`src/rtl/sw_sequencer.sv`:
```
// Stopwatch control sequencer: button edge detect, run/split/pause FSM, tick prescaler.
// Optional lap counter on lap_num enabled by defining SW_SEQUENCER_LAP_COUNT_EN.
module sw_sequencer #(
    parameter int unsigned TICK_DIV = 1000000
) (
    input  logic       clk,
    input  logic       reset,
    input  logic       trig,
    input  logic       split,
    output logic       init_regs,
    output logic       count_enabled,
    output logic       count_tick,
    output logic       display_hold,
    output logic       lap_capture,
    output logic [3:0] lap_num
);

    localparam int unsigned PRESC_W = (TICK_DIV > 1) ? $clog2(TICK_DIV) : 1;
    localparam logic [PRESC_W-1:0] PRESC_MAX = PRESC_W'(TICK_DIV - 1);

    typedef enum logic [1:0] {
        ST_IDLE     = 2'd0,
        ST_COUNTING = 2'd1,
        ST_SPLIT    = 2'd2,
        ST_PAUSED   = 2'd3
    } state_t;

    state_t r_state;
    state_t w_state_nxt;

    logic r_trig_q;
    logic r_split_q;
    logic w_trig_p;
    logic w_split_p;

    logic [PRESC_W-1:0] r_presc;

    logic r_init_regs;
    logic r_count_enabled;
    logic r_count_tick;
    logic r_display_hold;
    logic r_lap_capture;

    logic w_init_regs;
    logic w_count_enabled;
    logic w_display_hold;
    logic w_lap_capture;
    logic w_run;
    logic w_wrap;

    // Previous levels reset high so a button held through reset never looks like a press.
    always_ff @(posedge clk or posedge reset) begin
        if (reset) begin
            r_trig_q  <= 1'b1;
            r_split_q <= 1'b1;
        end else begin
            r_trig_q  <= trig;
            r_split_q <= split;
        end
    end

    assign w_trig_p  = trig & ~r_trig_q;
    assign w_split_p = split & ~r_split_q;

    always_ff @(posedge clk or posedge reset) begin
        if (reset) begin
            r_state <= ST_IDLE;
        end else begin
            r_state <= w_state_nxt;
        end
    end

    // Start/stop always wins over split when both rise together.
    always_comb begin
        w_state_nxt = r_state;
        case (r_state)
            ST_IDLE: begin
                if (w_trig_p) w_state_nxt = ST_COUNTING;
            end
            ST_COUNTING: begin
                if (w_trig_p)       w_state_nxt = ST_PAUSED;
                else if (w_split_p) w_state_nxt = ST_SPLIT;
            end
            ST_SPLIT: begin
                if (w_trig_p)       w_state_nxt = ST_PAUSED;
                else if (w_split_p) w_state_nxt = ST_COUNTING;
            end
            ST_PAUSED: begin
                if (w_trig_p)       w_state_nxt = ST_COUNTING;
                else if (w_split_p) w_state_nxt = ST_IDLE;
            end
            default: w_state_nxt = ST_IDLE;
        endcase
    end

    // Output decode from the upcoming state so the registered outputs track the state register.
    always_comb begin
        w_init_regs     = 1'b0;
        w_count_enabled = 1'b0;
        w_display_hold  = 1'b0;
        w_lap_capture   = 1'b0;
        case (w_state_nxt)
            ST_IDLE:     w_init_regs = 1'b1;
            ST_COUNTING: w_count_enabled = 1'b1;
            ST_SPLIT: begin
                w_count_enabled = 1'b1;
                w_display_hold  = 1'b1;
                w_lap_capture   = (r_state == ST_COUNTING);
            end
            default: ;
        endcase
    end

    // Prescaler advances only across cycles that stay enabled, so a pause freezes its phase.
    assign w_run  = r_count_enabled & w_count_enabled;
    assign w_wrap = w_run & (r_presc == PRESC_MAX);

    always_ff @(posedge clk or posedge reset) begin
        if (reset) begin
            r_presc <= '0;
        end else if (w_init_regs || w_wrap) begin
            r_presc <= '0;
        end else if (w_run) begin
            r_presc <= r_presc + PRESC_W'(1);
        end
    end

    always_ff @(posedge clk or posedge reset) begin
        if (reset) begin
            r_init_regs     <= 1'b1;
            r_count_enabled <= 1'b0;
            r_count_tick    <= 1'b0;
            r_display_hold  <= 1'b0;
            r_lap_capture   <= 1'b0;
        end else begin
            r_init_regs     <= w_init_regs;
            r_count_enabled <= w_count_enabled;
            r_count_tick    <= w_wrap;
            r_display_hold  <= w_display_hold;
            r_lap_capture   <= w_lap_capture;
        end
    end

    assign init_regs     = r_init_regs;
    assign count_enabled = r_count_enabled;
    assign count_tick    = r_count_tick;
    assign display_hold  = r_display_hold;
    assign lap_capture   = r_lap_capture;

`ifdef SW_SEQUENCER_LAP_COUNT_EN
    logic [3:0] r_lap_num;

    // Saturating lap count, updated alongside the lap strobe and cleared on return to idle.
    always_ff @(posedge clk or posedge reset) begin
        if (reset) begin
            r_lap_num <= 4'd0;
        end else if (w_init_regs) begin
            r_lap_num <= 4'd0;
        end else if (w_lap_capture && (r_lap_num != 4'd15)) begin
            r_lap_num <= r_lap_num + 4'd1;
        end
    end

    assign lap_num = r_lap_num;
`else
    assign lap_num = 4'd0;
`endif

endmodule

```
`config.mk`:
```
export PLATFORM = sky130hd
export DESIGN_NAME = sw_sequencer
export DESIGN_NICKNAME = d
export VERILOG_FILES = /design/src/rtl/sw_sequencer.sv
export SDC_FILE = /design/constraint.sdc
export NUM_CORES = 1
export LEC_CHECK = 0
export BUFFER_PORTS_ARGS = -buffer_cell sky130_fd_sc_hd__buf_2
export CAP_MARGIN = 20
export CORE_MARGIN = 10
export CORE_UTILIZATION = 38
export DETAILED_ROUTE_END_ITERATION = 10
export PLACE_DENSITY = 0.63
export SYNTH_ARGS = -nofsm -noshare
export SYNTH_HDL_FRONTEND = slang
export SYNTH_SLANG_ARGS = --single-unit
```
`constraint.sdc`:
```
create_clock -name clk -period 3.15 [get_ports clk]
set_input_delay 0.4725 -clock clk [delete_from_list [all_inputs] [get_ports clk]]
set_output_delay 0.4725 -clock clk [all_outputs]
set_load 0.05 [all_outputs]
```
==> results of run 1 <==
-- path summary, 6_finish.rpt --
check / endpoint / from / slack [ns]
setup / recovery: r_presc[18]$_DFFE_PP0P_ / r_split_q$_DFF_PP1_ / 0.23
hold / removal: lap_capture$_DFF_PP0_ / reset / 0.24
setup reg to reg: r_presc[18]$_DFFE_PP0P_ / r_split_q$_DFF_PP1_ / 0.23
hold reg to reg: lap_capture$_DFF_PP0_ / r_state[1]$_DFF_PP0_ / 0.51
max in group asynchronous: r_presc[14]$_DFFE_PP0P_ / reset / 2.40
min in group clk: r_split_q$_DFF_PP1_ / split / 0.30
-- flip-flops by register name (all words and copies together) (netlist names) --
signal / cells
count_enabled: 1
count_tick: 1
display_hold: 1
init_regs: 1
lap_capture: 1
r_presc: 20
r_split_q: 1
r_state: 2
r_trig_q: 1
-- critical path, delay by kind of cell, from the launching register on --
| family | cells | cell delay, ns |
|---|---|---|
| buffers and inverters | 1 | 0.25 |
| AND/OR/NAND/NOR | 3 | 0.91 |
| flip-flops | 1 | 0.51 |
| adder cells (fa/ha/maj) | 1 | 0.34 |
| AO/OA/AOI/OAI | 3 | 0.57 |
| XOR/XNOR | 1 | 0.22 |
-- Yosys cell counts --
library cell / number
a211oi_1: 1
a21o_1: 1
a21oi_1: 9
and3_1: 1
and4_1: 2
and4b_1: 1
buf_4: 4
buf_6: 2
conb_1: 1
dfrtp_1: 26
dfstp_2: 3
ha_1: 3
inv_1: 6
nand2_1: 11
nand2b_1: 3
nand3_1: 8
nand4_1: 6
nand4b_1: 1
nor2_1: 16
nor2b_1: 2
nor3_1: 1
nor3b_1: 1
nor4_1: 2
o21ai_0: 3
o31ai_1: 5
o41ai_4: 1
or2_2: 2
or3_1: 2
or4_1: 5
or4_2: 1
or4_4: 1
or4bb_1: 1
xnor2_1: 6
xor2_1: 7
-- logic make-up after synthesis --
logic type                 share of synthesized area [%]
AOI/OAI and AO/OA                                   9.52
xor gates and xnor gates                            7.74
adders and majority gates                           2.55
buffers and inverters                               5.10
DFF                                                 49.6
other                                              0.255
and+or+nand+nor                                     25.3
-- cell type report --
cell class              count  area, µm²  share of cell area [%]
repair buffers             14       92.6                    5.48
flip-flops and latches     29        729                    43.2
clock buffers               7       96.3                    5.70
well taps                  48       60.1                    3.56
clock inverters             1       5.00                   0.296
inverters                   6       22.5                    1.33
multi-input cells         107        683                    40.4
-- metal layers --
metal | vias to the layer above | part of all wire, %
met5 | - | 0
met2 | 20 | 50
met4 | 0 | 2.0
li1 | 542 | -
met1 | 526 | 43
met3 | 6 | 4.9
-- through the flow --
step / hold WS [ns] / util, %
6_report: 0.236 / 45.5
5_1_grt: 0.282 / 45.5
4_1_cts: 0.294 / 44.9
3_5_place_dp: 0.517 / 42.2
3_3_place_gp: 0.492 / 42.2
2_1_floorplan: 0.466 / -
-- power by group through the flow --
stage | clock, W | combinational, W | sequential, W
global placement | 0 | 0.000310 | 0.000459
finish | 0.000338 | 0.000320 | 0.000457
floorplan | 0 | 0.000178 | 0.000515
global route | 0.000364 | 0.000352 | 0.000465
CTS | 0.000345 | 0.000321 | 0.000456
detailed placement | 0 | 0.000315 | 0.000463
-- repair_timing --
item	4_1_cts	5_1_grt
gates resized for setup	0	1
setup endpoints to repair	0	2
setup buffers	0	0
==> results, run 1 <==
- In this run the worst hold path is classified as input pin to asynchronous set/reset pin.
- The H-tree was split into 2 levels.
- The cell type with the largest total area after synthesis is dfrtp_1.
- Counting the fill cells in the layout gives 357.
- The tree built by TritonCTS fans out to 29 sinks.
- The required time at the endpoint of the critical path is 3.31 ns.
- Adding up every negative setup slack in the final design gives 0 ns.
- The switching power total is 0.000385 W.
- After detailed routing, the average wire length per cell comes to approximately 14 µm.
- After the first detailed-routing iteration, the DRC count stood at 96.
- The via count normalized by instance count is 5.16.
- The total number of placement rows is 22.
- The congestion estimate from routability-driven global placement came to 0.828.
- After synthesis the cells add up to approximately 1500 µm².
- Net switching is roughly a third of the power.
- The area of the die is approximately 6800 µm².
- In this run the clock root is driven by a clkbuf_8.
- The initial cell density of the core is about 40%.
- In the layout the commonest cells are dfrtp_1, nor2_1, nand2_1.
- Global routing consumed, on the met3 layer, under 10% of the routing resources.
- The total congestion overflow is 0.
- The portion of synthesized cell area occupied by the leading cell type is roughly 44%.
- The delay of the slowest cell on the worst path is around 0.56 ns.
- The worst setup path is launched from a flip-flop.
- After clock tree synthesis, the clock-pin slew on the worst setup and hold paths is ~0.06 ns.
- The cell with the largest stage delay on the worst path is or4_4.
- The TritonCTS clock tree is done.
- The wire length of the first global-routing pass is ~5000 µm.
- The tightest slew margin relative to the limit is around three fifths.
- Summed over all layers, the routed wires come to 3050 µm.
- The share of total power dissipated in the clock network is 30.3%.
- Setup repair after global routing left no endpoint under its margin.
- Per report_power, the combinational group accounts for 28.7% of the total.
- The clock passes through at most 2 buffers.
- The die height is just over 80 µm.
- The met2 usage in global routing is between 10% and 20%.
- The DRC violations left is 0.
- The max-cap violation count is 0.
- The completed layout was analyzed and its total power is between 0.001 and 0.0015 W.
- Including well taps, the total number of placed cells is around 200.
- In the final layout, the share of cells above drive strength 1 is approximately a fifth.
- The total via count after detailed routing is about 1,100.
- The core area is between 3000 and 4000 µm².
- The path type of the worst setup path is flip-flop to flip-flop.
- Static timing analysis puts the maximum clock frequency at 343 MHz.
- After synthesis, the cell types taking the most area are dfrtp_1, dfstp_2, xor2_1, nor2_1, xnor2_1.
- With fillers left out, the area of the finished cells amounts to about 1700 µm².
- The via count of the first global-routing pass is ~1,100.
- Setup violations remaining at the end of the flow were counted as 0.
- After synthesis, flip-flops and latches occupy 49.6% of the total area.
- Of all nets on the critical path, the largest fanout is 13.
- The floorplan die width is between 80 and 90 µm.
- After the flow finishes, the layout carries non-filler instances totaling between 200 and 250.
- For the finished layout, the period the worst path requires is approximately 2.9 ns.
- Once detail routing completed, the nets flagged for antenna violations numbered 0.
- The global routing stage identified its most utilized layer as met2.
- The number of buffers added on ports is 8.
- The final number of hold-violating endpoints is 0.
- At the worst endpoint, the arrival time is 3.08 ns.
- The most common library cell in the layout ignoring fill and taps is dfrtp_1.
- Across the routed clock network, the largest skew measured is 0.00717 ns.
- In this run the cell area measured after placement is between 1500 and 2000 µm².
- For this design the static power due to leakage is between 0.7 and 0.8 nW.
- For this design, the CTS-stage hold fixing added 0 buffers.
- The number of instances in the synthesized netlist is ~150.
- For met1 alone, demand over resource in global routing was approximately 11%.
- At the pin with the least slew margin, the transition time is slightly below 0.6 ns.
- The final count of pins violating max slew was 0.
- Synthesis inferred 29 register bits.
- The number of antenna diodes in the final layout is 0.
- The number of antenna violations at the first check in global routing came to 0.
- The layout-stage area growth over the synthesis result is 14.8%.
- The post-synthesis area per instance is roughly 10 µm².
- Across every metal layer, demand over resource in global routing totals approximately a tenth.
- The number of buffers created by CTS is 5.
- Traced cell by cell, the critical path runs through nand2b_1 > xor2_1 > a21oi_1 > ha_1 > nand2b_1 > or4_4 > o41ai_4 > buf_4 > a21oi_1.
- The first-pass iteration count of the detailed router is 4.
- The total number of yosys warnings is 0.
- The count of cells along the worst register-to-register path is 9.
- Entering global routing, the biggest net connects 30 pins.
- For this design the ratio of total power to cell area is ~660 nW/µm².
- Detailed placement ended at an HPWL of 2090 µm.
- The distinct cell type count of the synthesized netlist is 34.
- The cell-internal power is around 0.00073 W.
- During I/O placement, the number of pins put on the boundary was 13.
- The run finished with clean final reports.
- In the post-route analysis, the smallest setup slack over all paths is between 0.2 and 0.25 ns.
- Per report_power, the sequential group accounts for roughly two fifths of the total.
- Dividing the final minimum period by the clock period gives roughly 93%.
- VDD sags by at most between 400 and 500 µV.
- The kind of end point of the critical path is a flip-flop.
- Before CTS, the worst setup slack after placement is roughly 0.20 ns.
- The net count of the finished layout is 170.
- For the worst-skew pair, the clock arrives at the later sink with an insertion delay of between 0.2 and 0.3 ns.
No activity file was read; power rests on OpenSTA's default activity.
==> inputs of run 2 (changes only) <==
--- a/config.mk
+++ b/config.mk
@@ -7,6 +7,7 @@
 export LEC_CHECK = 0
 export BUFFER_PORTS_ARGS = -buffer_cell sky130_fd_sc_hd__buf_2
 export CAP_MARGIN = 20
+export CORE_ASPECT_RATIO = 0.5
 export CORE_MARGIN = 10
 export CORE_UTILIZATION = 38
 export DETAILED_ROUTE_END_ITERATION = 10
==> run 2 against run 1 <==
  * Final cell count grew 1.4%
  * Maximum frequency shrank 0.99%
  * Critical path depth is the same
  * Register-to-register slack lost 0.03 ns
  * Non-clock buffer count is the same
  * Clock-buffer cell count is the same
  * Via count grew 1.5%
  * Hold slack gained 0.0036 ns
  * Wire length shrank 2.1%
  * Sequential share of layout area shrank 0.35 points
  * Sequential cell count is the same
  * Cell area grew 0.81%
==> results, run 2 (same netlist as run 1, synthesis figures left out) <==
- Top library cells by usage in the layout, fill and taps aside: dfrtp_1, nor2_1, nand2_1 (unchanged).
- The die height is 64 µm (was 82.2 µm).
- The buffers inserted during post-CTS setup optimization is 0 (unchanged).
- The number of nets in the finished design came to 170 (unchanged).
- The number of buffers added to fix hold violations after cts came to 0 (unchanged).
- The largest net degree at the start of global routing is 16 (was 30).
- The final-layout fill cell count is 332 (was 357).
- The critical path's top delay family is simple AND/OR/NAND/NOR gates (unchanged).
- The first-pass iteration count of the detailed router is 4 (unchanged).
- The share of final-layout standard cells stronger than drive strength 1 came to 17.7% (was 18.9%).
- The layout-stage area growth over the synthesis result is 15.7% (was 14.8%).
- The max-cap violation count is 0 (unchanged).
- The floorplan die width is 108 µm (was 82.2 µm).
- The highest attainable clock frequency is 339 MHz (was 343 MHz).
- The wire length reported by the detailed router is 2990 µm (was 3050 µm).
- The via count normalized by instance count is 5.16 (about the same).
- The via count of the first global-routing pass was 1,067 (was 1,098).
- The final number of setup-violating endpoints came to 0 (unchanged).
- The core area was 3580 µm² (was 3720 µm²).
- The final hold slack is 0.240 ns (was 0.236 ns).
- The final count of pins violating max slew is 0 (unchanged).
- The pre-CTS worst setup slack came to 0.183 ns (was 0.198 ns).
- The total number of placement rows came to 15 (was 22).
- The clock transition time at the flip-flop clock pins of the worst setup and hold paths is 0.06 ns (about the same).
- The post-layout minimum cycle time is 2.95 ns (was 2.92 ns).
- The wire length of the first global-routing pass was 5200 µm (was 5130 µm).
- The leakage power is 0.754 nW (was 0.751 nW).
- The clock sink total is 29 (unchanged).
- Run status: finished clean (unchanged).
- Biggest registers after layout: r_presc (20), r_state (2) (unchanged).
- The slew at the pin closest to its max-slew limit is 0.587 ns (was 0.584 ns).
- The register with the most flip-flops is r_presc (unchanged).
- The startpoint kind of the worst setup timing path is a flip-flop (unchanged).
- The most prevalent standard cell on the critical path is nand2b_1.
- The placed instance count is 207 (was 203).
- The slack of the critical path is 0.202 ns (was 0.231 ns).
- The number of antenna violations at the first check in global routing is 0 (unchanged).
- The type of the most critical hold path is input pin to asynchronous set/reset pin (unchanged).
- The cell with the largest stage delay on the worst path was or4_4 (unchanged).
- The initial cell density of the core is 41.0% (was 39.6%).
- The setup TNS came to 0 ns (unchanged).
- The tightest slew margin relative to the limit is 60.9% (was 61.0%).
- The total via count after detailed routing is 1,110 (was 1,094).
- The number of antenna-violating nets in the routed design is 0 (unchanged).
- The DRC violations left is 0 (unchanged).
- The register area is 729 µm² (unchanged).
- The area of the multi-input gates is 678 µm² (was 683 µm²).
- The maximum level of the CTS H-tree came to 2 (unchanged).
- The area of the die is 6910 µm² (was 6760 µm²).
- RSZ-0062 raised after global routing: no (unchanged).
- The number of buffers created by CTS is 5 (unchanged).
- The I/O pin total is 13 (unchanged).
- The wire length per cell after detailed routing is 13.9 µm (was 14.4 µm).
- The final number of hold-violating endpoints is 0 (unchanged).
- The maximum fanout along the worst path is 12 (was 13).
- The delay of the slowest cell on the worst path was 0.56 ns (about the same).
- The number of diodes is 0 (unchanged).
- The clock latency of the later-clocked register in the worst-skew pair is 0.28 ns (was 0.29 ns).
- The total congestion overflow is 0 (unchanged).
- Ordered list of cells on the worst path: nand2b_1 > nor3b_1 > a211oi_1 > ha_1 > nand2b_1 > or4_4 > o41ai_4 > buf_4 > nor2_1 (was nand2b_1 > xor2_1 > a21oi_1 > ha_1 > nand2b_1 > or4_4 > o41ai_4 > buf_4 > a21oi_1).
- The timing startpoint of the critical path is r_split_q$_DFF_PP1_ (unchanged).
- The number of buffers added on ports came to 8 (unchanged).
- The final HPWL from detailed placement came to 2230 µm (was 2090 µm).
- The overall power after layout is 0.00117 W (was 0.00112 W).
- The TritonCTS clock tree is done (unchanged).
- The kind of end point of the critical path is a flip-flop (unchanged).
- The critical path arrival is 3.11 ns (was 3.08 ns).
- The number of resized instances in the post-cts repair step is 0 (unchanged).
- The path type of the worst setup path was flip-flop to flip-flop (unchanged).
- The required time at the endpoint of the critical path is 3.31 ns (about the same).
- The overall global routing resource usage is 9.44% (was 10.1%).
- The final worst-path cycle share is 93.6% (was 92.7%).
- The final weighted congestion in routability-driven placement is 0.770 (was 0.828).
- The number of non-filler instances in the completed layout is 215 (was 212).
- The peak supply drop is 327 µV (was 402 µV).
- The cell area power density is 688 nW/µm² (was 660 nW/µm²).
- The DRC marker count from the first detailed-route iteration was 96 (unchanged).
- The most common library cell in the layout ignoring fill and taps is dfrtp_1 (unchanged).
- The final setup skew came to 0.00960 ns (was 0.00717 ns).
- The startpoint of the worst register-to-register path is r_split_q$_DFF_PP1_ (unchanged).
- The clock tree root driver cell is clkbuf_8 (unchanged).
- The flip-flop count of the largest register, all copies and words added is 20 (unchanged).
- The clock tree buffer depth is 2 (unchanged).
- The number of buffer and inverter instances along the worst setup path is 1 (unchanged).
==> run 2: routing by layer <==
layer,track usage [%],share of wire (%),vias to the layer above
li1,-,-,542
met1,12.4,51,539
met2,13.1,42,22
met3,2.90,4.6,7
met4,5.96,2.5,0
met5,0,0,-
==> run 2: worst register-to-register path, stage by stage, from the launching register on <==
cell and delay [ns]:
dfstp_2 0.51, nand2b_1 0.15, nor3b_1 0.07, a211oi_1 0.33
ha_1 0.34, nand2b_1 0.19, or4_4 0.56, o41ai_4 0.37
buf_4 0.24, nor2_1 0.07
==> run 2: through the flow <==
step,utilization [%],instance area [µm²]
floorplan,-,1480
global placement,43.8,1570
detailed placement,44.3,1590
CTS,47.5,1700
global route,47.5,1700
finish,47.5,1700
==> run 2: cell type report <==
| type | count | area share [%] |
|---|---|---|
| flip-flops and latches | 29 | 42.8 |
| multi-input cells | 107 | 39.8 |
| repair buffers | 14 | 5.44 |
| clock buffers | 7 | 5.07 |
| well taps | 51 | 3.75 |
| clock inverters | 1 | 1.76 |
| inverters | 6 | 1.32 |
==> run 2: report_power, final <==
part | internal (W) | leakage [nW] | switching [W]
Combinational | 0.000114 | 0.312 | 0.000204
Clock | 0.000257 | 0.0585 | 0.000139
Sequential | 0.000418 | 0.384 | 0.0000391
==> run 2: path summary, 6_finish.rpt <==
| check | end | slack [ns] | cells after the start |
|---|---|---|---|
| min in group clk | r_split_q$_DFF_PP1_ | 0.30 | 1 |
| max reg2reg | r_presc[5]$_DFFE_PP0P_ | 0.20 | 9 |
| max | r_presc[5]$_DFFE_PP0P_ | 0.20 | 9 |
| min | r_presc[10]$_DFFE_PP0P_ | 0.24 | 2 |
| min reg2reg | lap_capture$_DFF_PP0_ | 0.51 | 1 |
| max in group asynchronous | r_trig_q$_DFF_PP1_ | 2.32 | 3 |
